`src/rtl/serial_cmp_pkg.sv`:
```
// -----------------------------------------------------------------------------
// serial_cmp_pkg
// Shared types for the bit-serial magnitude comparator:
//   cmp_state_e   - controller state (IDLE / SCAN / DONE)
//   cmp_result_t  - one-hot {eq, lt, gt} result
//   RES_*         - result encodings, plus helpers for one-hot checks
// Optional feature macro used elsewhere in this slice: SERIAL_CMP_SIGNED_EN.
// -----------------------------------------------------------------------------
package serial_cmp_pkg;

  typedef enum logic [1:0] {
    IDLE = 2'd0,
    SCAN = 2'd1,
    DONE = 2'd2
  } cmp_state_e;

  typedef struct packed {
    logic eq;
    logic lt;
    logic gt;
  } cmp_result_t;

  localparam cmp_result_t RES_NONE = 3'b000;
  localparam cmp_result_t RES_EQ   = 3'b100;
  localparam cmp_result_t RES_LT   = 3'b010;
  localparam cmp_result_t RES_GT   = 3'b001;

  // True when exactly one of eq/lt/gt is set.
  function automatic logic result_is_onehot(input cmp_result_t r);
    return (r == RES_EQ) || (r == RES_LT) || (r == RES_GT);
  endfunction

  // Ordering result once a differing bit has been found.
  function automatic cmp_result_t order_result(input logic a_greater);
    return a_greater ? RES_GT : RES_LT;
  endfunction

endpackage

```
`src/rtl/serial_comparator_if.sv`:
```
// -----------------------------------------------------------------------------
// serial_comparator_if
// Operand and result handshakes of the serial comparator.
// Handshake rule (both channels): a transfer happens on a rising clk edge
// where valid && ready; valid and its payload stay stable until then.
//   master : drives in_valid, A, B, out_ready
//   slave  : drives in_ready, out_valid, eq, lt, gt, bits_used
// -----------------------------------------------------------------------------
interface serial_comparator_if #(
  parameter int N = 4
);
  localparam int CW = $clog2(N + 1);

  logic          in_valid;
  logic          in_ready;
  logic [N-1:0]  A;
  logic [N-1:0]  B;
  logic          out_valid;
  logic          out_ready;
  logic          eq;
  logic          lt;
  logic          gt;
  logic [CW-1:0] bits_used;

  modport master (
    output in_valid, A, B, out_ready,
    input  in_ready, out_valid, eq, lt, gt, bits_used
  );

  modport slave (
    input  in_valid, A, B, out_ready,
    output in_ready, out_valid, eq, lt, gt, bits_used
  );

endinterface

```
`src/rtl/serial_cmp_bit_cell.sv`:
```
// -----------------------------------------------------------------------------
// serial_cmp_bit_cell
// Per-cycle decision for one bit position of the serial comparator.
//   a_bit_i, b_bit_i : current MSB of each shift register
//   is_msb_i         : this is the first (sign) bit of the scan
//   differ_o         : bits differ, a decision is made this cycle
//   a_greater_o      : when differ_o, A is the larger operand
// Macro SERIAL_CMP_SIGNED_EN: treat operands as two's complement.
// -----------------------------------------------------------------------------
module serial_cmp_bit_cell (
  input  logic a_bit_i,
  input  logic b_bit_i,
  input  logic is_msb_i,
  output logic differ_o,
  output logic a_greater_o
);

  assign differ_o = a_bit_i ^ b_bit_i;

`ifdef SERIAL_CMP_SIGNED_EN
  // The sign bit carries negative weight, so a 1 in A's MSB makes A smaller.
  assign a_greater_o = is_msb_i ? b_bit_i : a_bit_i;
`else
  logic unused_is_msb;
  assign unused_is_msb = is_msb_i;
  assign a_greater_o   = a_bit_i;
`endif

endmodule

```
`src/rtl/serial_comparator.sv`:
```
// -----------------------------------------------------------------------------
// serial_comparator
// Bit-serial magnitude comparator. Accepts A/B, scans MSB-first one bit per
// cycle, stops at the first differing bit and reports one-hot eq/lt/gt plus
// the number of bits examined.
//   clk, rst_n : clock, asynchronous active-low reset
//   bus        : serial_comparator_if.slave (operand + result handshakes)
//   state_o    : current controller state (debug)
// Macro SERIAL_CMP_SIGNED_EN (via serial_cmp_bit_cell): signed comparison.
// -----------------------------------------------------------------------------
module serial_comparator
  import serial_cmp_pkg::*;
#(
  parameter int N = 4
) (
  input  logic                clk,
  input  logic                rst_n,
  serial_comparator_if.slave  bus,
  output cmp_state_e          state_o
);

  localparam int CW   = $clog2(N + 1);
  localparam int CNTW = (N > 1) ? $clog2(N) : 1;

  cmp_state_e    state_q;
  logic [N-1:0]  a_sh_q;
  logic [N-1:0]  b_sh_q;
  logic [CNTW-1:0] cnt_q;
  logic [CW-1:0] bits_used_q;
  cmp_result_t   res_q;
  logic          in_ready_q;
  logic          out_valid_q;

  logic          msb_cycle;
  logic          differ;
  logic          a_greater;

  // The counter is loaded with N-1 on accept, so it still holds N-1 during
  // the first SCAN cycle, which is the one looking at the sign bit.
  assign msb_cycle = (cnt_q == CNTW'(N - 1));

  serial_cmp_bit_cell u_bit_cell (
    .a_bit_i     (a_sh_q[N-1]),
    .b_bit_i     (b_sh_q[N-1]),
    .is_msb_i    (msb_cycle),
    .differ_o    (differ),
    .a_greater_o (a_greater)
  );

  always_ff @(posedge clk or negedge rst_n) begin
    if (!rst_n) begin
      state_q     <= IDLE;
      a_sh_q      <= '0;
      b_sh_q      <= '0;
      cnt_q       <= '0;
      bits_used_q <= '0;
      res_q       <= RES_NONE;
      in_ready_q  <= 1'b1;
      out_valid_q <= 1'b0;
    end else begin
      case (state_q)
        IDLE: begin
          if (bus.in_valid && in_ready_q) begin
            a_sh_q      <= bus.A;
            b_sh_q      <= bus.B;
            cnt_q       <= CNTW'(N - 1);
            bits_used_q <= '0;
            in_ready_q  <= 1'b0;
            state_q     <= SCAN;
          end
        end
        SCAN: begin
          bits_used_q <= bits_used_q + CW'(1);
          if (differ) begin
            res_q       <= order_result(a_greater);
            out_valid_q <= 1'b1;
            state_q     <= DONE;
          end else if (cnt_q == '0) begin
            res_q       <= RES_EQ;
            out_valid_q <= 1'b1;
            state_q     <= DONE;
          end else begin
            a_sh_q <= a_sh_q << 1;
            b_sh_q <= b_sh_q << 1;
            cnt_q  <= cnt_q - CNTW'(1);
          end
        end
        DONE: begin
          // Result registers are untouched here, so they hold under
          // back-pressure and keep their value after the handshake.
          if (bus.out_ready) begin
            out_valid_q <= 1'b0;
            in_ready_q  <= 1'b1;
            state_q     <= IDLE;
          end
        end
        default: begin
          state_q     <= IDLE;
          in_ready_q  <= 1'b1;
          out_valid_q <= 1'b0;
        end
      endcase
    end
  end

  assign bus.in_ready  = in_ready_q;
  assign bus.out_valid = out_valid_q;
  assign bus.eq        = res_q.eq;
  assign bus.lt        = res_q.lt;
  assign bus.gt        = res_q.gt;
  assign bus.bits_used = bits_used_q;
  assign state_o       = state_q;

endmodule

```
`src/flat_wrapper.sv`:
```
// flat-port wrapper written by rule: the top's interface ports become plain ports
module serial_comparator_flat import serial_cmp_pkg::*;
#(
  parameter int N = 4
)
  (clk, rst_n, state_o, bus_in_valid, bus_A, bus_B, bus_out_ready, bus_in_ready, bus_out_valid, bus_eq, bus_lt, bus_gt, bus_bits_used);
  serial_comparator_if #(.N(N)) bus_i ();
  input  logic clk;
  input  logic rst_n;
  output cmp_state_e state_o;
  input wire logic [$bits(bus_i.in_valid)-1:0] bus_in_valid;
  input wire logic [$bits(bus_i.A)-1:0] bus_A;
  input wire logic [$bits(bus_i.B)-1:0] bus_B;
  input wire logic [$bits(bus_i.out_ready)-1:0] bus_out_ready;
  output wire logic [$bits(bus_i.in_ready)-1:0] bus_in_ready;
  output wire logic [$bits(bus_i.out_valid)-1:0] bus_out_valid;
  output wire logic [$bits(bus_i.eq)-1:0] bus_eq;
  output wire logic [$bits(bus_i.lt)-1:0] bus_lt;
  output wire logic [$bits(bus_i.gt)-1:0] bus_gt;
  output wire logic [$bits(bus_i.bits_used)-1:0] bus_bits_used;
  assign bus_i.in_valid = bus_in_valid;
  assign bus_i.A = bus_A;
  assign bus_i.B = bus_B;
  assign bus_i.out_ready = bus_out_ready;
  assign bus_in_ready = bus_i.in_ready;
  assign bus_out_valid = bus_i.out_valid;
  assign bus_eq = bus_i.eq;
  assign bus_lt = bus_i.lt;
  assign bus_gt = bus_i.gt;
  assign bus_bits_used = bus_i.bits_used;
  serial_comparator #(.N(N)) u_core (.clk(clk), .rst_n(rst_n), .bus(bus_i), .state_o(state_o));
endmodule
```
`config.mk`:
```
export PLATFORM = sky130hd
export DESIGN_NAME = serial_comparator_flat
export DESIGN_NICKNAME = d
export VERILOG_FILES = /design/src/rtl/serial_cmp_pkg.sv /design/src/rtl/serial_comparator_if.sv /design/src/rtl/serial_cmp_bit_cell.sv /design/src/rtl/serial_comparator.sv /design/src/flat_wrapper.sv
export SDC_FILE = /design/constraint.sdc
export NUM_CORES = 1
export LEC_CHECK = 0
export BUFFER_PORTS_ARGS = -buffer_cell sky130_fd_sc_hd__buf_2
export CAP_MARGIN = 0
export CORE_ASPECT_RATIO = 0.6
export CORE_UTILIZATION = 37
export DETAILED_ROUTE_END_ITERATION = 12
export GPL_ROUTABILITY_DRIVEN = 0
export HOLD_SLACK_MARGIN = 0.03
export SLEW_MARGIN = 0
export SYNTH_ARGS = -nofsm -noshare
export SYNTH_HDL_FRONTEND = slang
export SYNTH_SLANG_ARGS = --single-unit
```
`constraint.sdc`:
```
create_clock -name clk -period 2.6 [get_ports clk]
set_input_delay 0.26 -clock clk [delete_from_list [all_inputs] [get_ports clk]]
set_output_delay 0.26 -clock clk [all_outputs]
set_load 0.01 [all_outputs]
```
Word level (Yosys, flattened, before mapping) --
Index checks and enable logic that the tools add are counted.
Operators by class: add/sub/neg operators 2, equal/unequal tests 7, muxes and demuxes 29, bitwise operators 3, reductions and logical operators 11
Operators with widths (count):
- 2-to-1 mux 4 bit | 6
- 2-to-1 mux 2 bit | 8
- one-hot mux 4 bit (2 select lines) | 2
- 2-to-1 mux 3 bit | 3
- AND reduction 3 bit | 3
- inequality test 2 bit, second input constant | 3
- one-hot mux 1 bit (3 select lines) | 2
- one-hot mux 2 bit (3 select lines) | 1
- one-hot mux 3 bit (2 select lines) | 1
- 2-to-1 mux 1 bit | 5
- zero test 2 bit | 2
- one-hot mux 2 bit (2 select lines) | 1
- AND reduction 2 bit | 2
- AND reduction 4 bit | 1
- nonzero test 2 bit | 2
- adder 3 x 1 -> 3 bit, second input constant | 1
- inequality test 3 x 1 -> 1 bit, second input constant | 1
- equality test 2 x 1 -> 1 bit, second input constant | 1
- equality test 2 bit, second input constant | 1
- inequality test 2 x 1 -> 1 bit, second input constant | 1
- NOT 1 bit | 2
- subtractor 2 x 1 -> 2 bit, second input constant | 1
- logical AND 1 bit | 1
- XOR 1 bit | 1
Word-level totals: bits in registers 20, output and inout port bits 10, logic and storage cells 62

Logic depth before layout (Yosys ltp) --
word-level depth 4, gate-level depth with buffers 7, depth with buffers taken out 6

Hierarchy --
A second synthesis with hierarchy kept.
Unflattened totals: cells, all modules 82, area total of the unflattened synthesis 1009.7 sq um
By module, submodules not included:
- serial_comparator | times used 1, cells an instance 80, area an instance 993.5 sq um, seq. area each 501.7 sq um
- serial_cmp_bit_cell | times used 1, cells an instance 2, area an instance 16.3 sq um, seq. area each 0.0 sq um

Worst setup path before layout --
No wires, ideal clock.
path kind flip-flop to flip-flop, from register u_core.b_sh_q[3], to register u_core.a_sh_q[1], library setup time 82 ps, arrival time 1309 ps, data required time 2518 ps, slack 1209 ps, stages on the path, launching flop included 8, path buffers 1, path through dfrtp_1 -> inv_1 -> ha_1 -> and4bb_2 -> buf_6 -> nor2_8 -> inv_2 -> a31oi_1
Between the ends: cells in the longest elaborated chain, start to end 3
Ends and longest elaborated chain:
- from (decl) | line serial_comparator.sv:27 | logic [N-1:0] b_sh_q;
- from (signal assigned) | line serial_comparator.sv:65 | b_sh_q <= bus.B;
- from (signal assigned) | line serial_comparator.sv:84 | b_sh_q <= b_sh_q << 1;
- XOR 1 bit | line serial_cmp_bit_cell.sv:18 | assign differ_o = a_bit_i ^ b_bit_i;
- inequality test 2 bit (no source line)
- AND reduction 4 bit (no source line)
- to (signal assigned) | line serial_comparator.sv:64 | a_sh_q <= bus.A;
- to (signal assigned) | line serial_comparator.sv:83 | a_sh_q <= a_sh_q << 1;
- to (decl) | line serial_comparator.sv:26 | logic [N-1:0] a_sh_q;
Every way passes these cells. A chain may end at the register's enable or synchronous reset.

Worst setup path after layout --
from register u_core.b_sh_q[3], to register u_core.b_sh_q[1]
Between the ends: cells in the longest elaborated chain, start to end 3
Ends and longest elaborated chain (line):
- XOR 1 bit | serial_cmp_bit_cell.sv:18
- inequality test 2 bit (no source line)
- AND reduction 4 bit (no source line)
Every way passes these cells.

==> out/metrics.yaml <==
run_status:
  status: "finished clean"
clock_tree:
  ctsHtreeMaxLevel: 1
  clock_latency_ps: 260
  cts_tree: "done"
  path_clk_slew_ps: 70
  numCtsBuffers: 3
  clock_sinks: 20
  clockBufferDepth: 2
  cts_resized: 0
  root_buffer: "clkbuf_8"
  postCtsSetupRepairBufs: 0
logic_synthesis:
  synth_cells: 94
  ys_ff_latch: 20
  synth-edff-count: 0
  seq_area_frac_synth: 0.503
  synth.top_cells.by_area: "dfrtp_1 (48%), nand2_1 (5.6%), ha_1 (5.0%), a31oi_1 (3.8%), nor3_1 (3.5%)"
  syn_area_per_cell_um2: 10.6
  synth_nets: 110
  synth_cell_types: 28
  synthFlopType: "dfrtp_1"
  synth_top_area_share: 0.476
  synthArstFlopShare: 1.00
  syn_area_um2: 998
  yosys.area.top_type: "dfrtp_1"
  yosys_warnings: 0
timing:
  hold_viol: 0
  drv_slew: 0
  slew_headroom: 0.695
  period_share: 0.608
  fmax_ghz: 0.633
  tightest_slew_ps: 458
  setup_viol: 0
  finClkSkew_ps: 5.09
  finalCriticalPeriod_ps: 1580
  fin_setup_tns_ps: 0
  rsz0062_at_grt: "false"
grt:
  grt_max_degree: 21
  gr-total-overflow: 0
  track_usage: 0.148
  first_global_vias: 670
  antenna_found_initial: 0
  grt_pass1_wl_um: 3280
routing:
  ant_nets: 0
  firstDrtPassIters: 4
  via_count: 725
  drt_iter0_markers: 44
  drc_errors: 0
  wl_per_cell_um: 13.7
  viasPerCell: 4.97
  wl_um: 2000
floorplanning:
  die_x_um: 69.1
  rows: 14
  core-area_mm2: 0.00252
  start_util: 0.396
  die_area_mm2: 0.00292
  io_pins: 22
  die_h_um: 42.2
hold_path:
  hp-class: "in -> reg"
  min_path_cells: 2
  min_to: "u_core.a_sh_q[0]"
  min_from: "bus_A[0]"
finish:
  multiInputGateArea_um2: 418
  final_cells: 146
  diodes: 0
  nets: 131
  layout-drive-gt1-share: 0.289
  areaGrowthSynthToFinish_pct: 14.0
  seq_area_um2: 502
  fillers: 254
place:
  placed_cells: 141
  io_buffers: 21
  place_hpwl_um: 1420
pwr:
  ir_worst_vdd_mv: 0.325
  powerDensity_mw_per_mm2: 473
  leakagePower_nw: 0.558
setup_path:
  critPathRequiredTime_ps: 2730
  start_kind: "flip-flop"
  rr_endpoint: "u_core.b_sh_q[1]"
  crit_type: "reg -> reg"
  r2r_cells: 6
  worst_setup_path_end_kind: "flip-flop"
  reg2reg_from: "u_core.b_sh_q[3]"
  crit_arrival_ps: 1710
  cp_max_fo: 10
  r2r_slack_ps: 1020
job:
  max-cap-violations: 0
==> placed cells by master, fill, tap and decap left out <==
cell type	synthesis	layout
a21o_1	1	1
a21oi_1	4	4
a22o_1	2	2
a22oi_1	1	1
a31oi_1	6	6
and2_4	1	1
and4bb_2	1	1
and4bb_4	1	1
buf_2	0	21
clkbuf_1	1	1
clkbuf_8	0	3
dfrtp_1	19	19
dfstp_2	1	1
dlygate4sd3_1	0	1
ha_1	4	4
inv_1	4	4
inv_2	1	1
mux2_4	2	2
nand2_1	15	15
nand2b_1	2	2
nand3b_1	1	1
nor2_1	5	5
nor2_8	1	1
nor2b_4	1	1
nor3_1	7	7
o21ai_0	6	6
or2b_1	1	1
xor2_1	1	1
==> critical path, stage by stage, from the launching register on <==
cell and delay [ps]:
dfrtp_1 380, inv_1 50, ha_1 310, and4bb_2 440, nor2_8 60, inv_2 120
a31oi_1 90
==> worst max-delay path by stage <==
stage | start | endpoint | slack [ps] | cells past startpoint
floorplan | u_core.b_sh_q[3] | u_core.a_sh_q[1] | 1210 | 7
global placement | u_core.b_sh_q[3] | u_core.a_sh_q[2] | 1060 | 6
detailed placement | u_core.b_sh_q[3] | u_core.b_sh_q[1] | 1040 | 6
CTS | u_core.b_sh_q[3] | u_core.b_sh_q[1] | 1020 | 6
global route | u_core.b_sh_q[3] | u_core.b_sh_q[1] | 920 | 6
finish | u_core.b_sh_q[3] | u_core.b_sh_q[1] | 1020 | 6
==> Yosys cell counts, types with 2 or more instances <==
master	number
nor3_1	7
ha_1	4
a21oi_1	4
buf_6	3
dfrtp_1	19
a31oi_1	6
o21ai_0	6
nor2_1	5
inv_1	4
a22o_1	2
nand2_1	15
nand2b_1	2
mux2_4	2
==> state kept, by name, summed over array words and instances, names as in the netlist <==
name                  flops
u_core.a_sh_q             4
u_core.b_sh_q             4
u_core.bus.bits_used      3
u_core.cnt_q              2
u_core.state_o            2
u_core.bus.eq             1
u_core.bus.gt             1
u_core.bus.in_ready       1
u_core.bus.lt             1
u_core.bus.out_valid      1
==> per-layer routing <==
metal	global-route usage	vias to the layer above	share of wire
met1	0.215	340	0.53
met4	0.0245	0	0.0035
li1	-	363	-
met5	0	-	0
met2	0.202	20	0.40
met3	0.0697	2	0.063
==> cell type report <==
cell class	instances	area share
repair buffers	22	0.101
multi-input cells	63	0.367
clock buffers	4	0.0396
well taps	32	0.0352
flip-flops and latches	20	0.441
inverters	5	0.0165
==> cell families after synthesis <==
kind of cell             Yosys count  share of synthesized area
AO/OA/AOI/OAI                     20                      0.120
AND/OR/NAND/NOR                   36                      0.209
multiplexers                       2                     0.0301
XOR/XNOR                           1                    0.00877
flip-flops                        20                      0.503
adder cells (fa/ha/maj)            4                     0.0501
buffers and inverters             11                     0.0789
==> stage by stage <==
stage                      util  total power (W)  hold WS, ps  area (um^2)  setup WS [ps]
final                     0.451         0.000539          232         1140           1020
after global routing      0.451         0.000569          219         1140            915
after CTS                 0.451         0.000550          224         1140           1020
after detailed placement  0.430         0.000336          239         1080           1040
after global placement    0.430         0.000335          230         1080           1060
after floorplan               -         0.000320        -35.6          998           1210
==> repair_timing <==
item / CTS / global route
endpoints found under the setup margin: 0 / 0
hold buffers: 1 / 0
endpoints found under the hold margin: 19 / 0
==> power breakdown <==
group          switching (W)  internal [W]  leakage, nW  total [W]
Sequential                 0      0.000311        0.245   0.000311
Clock              0.0000994      0.000109       0.0228   0.000208
Combinational      0.0000110    0.00000826        0.290  0.0000193
Note: power is estimated with default switching activity, not from simulation.
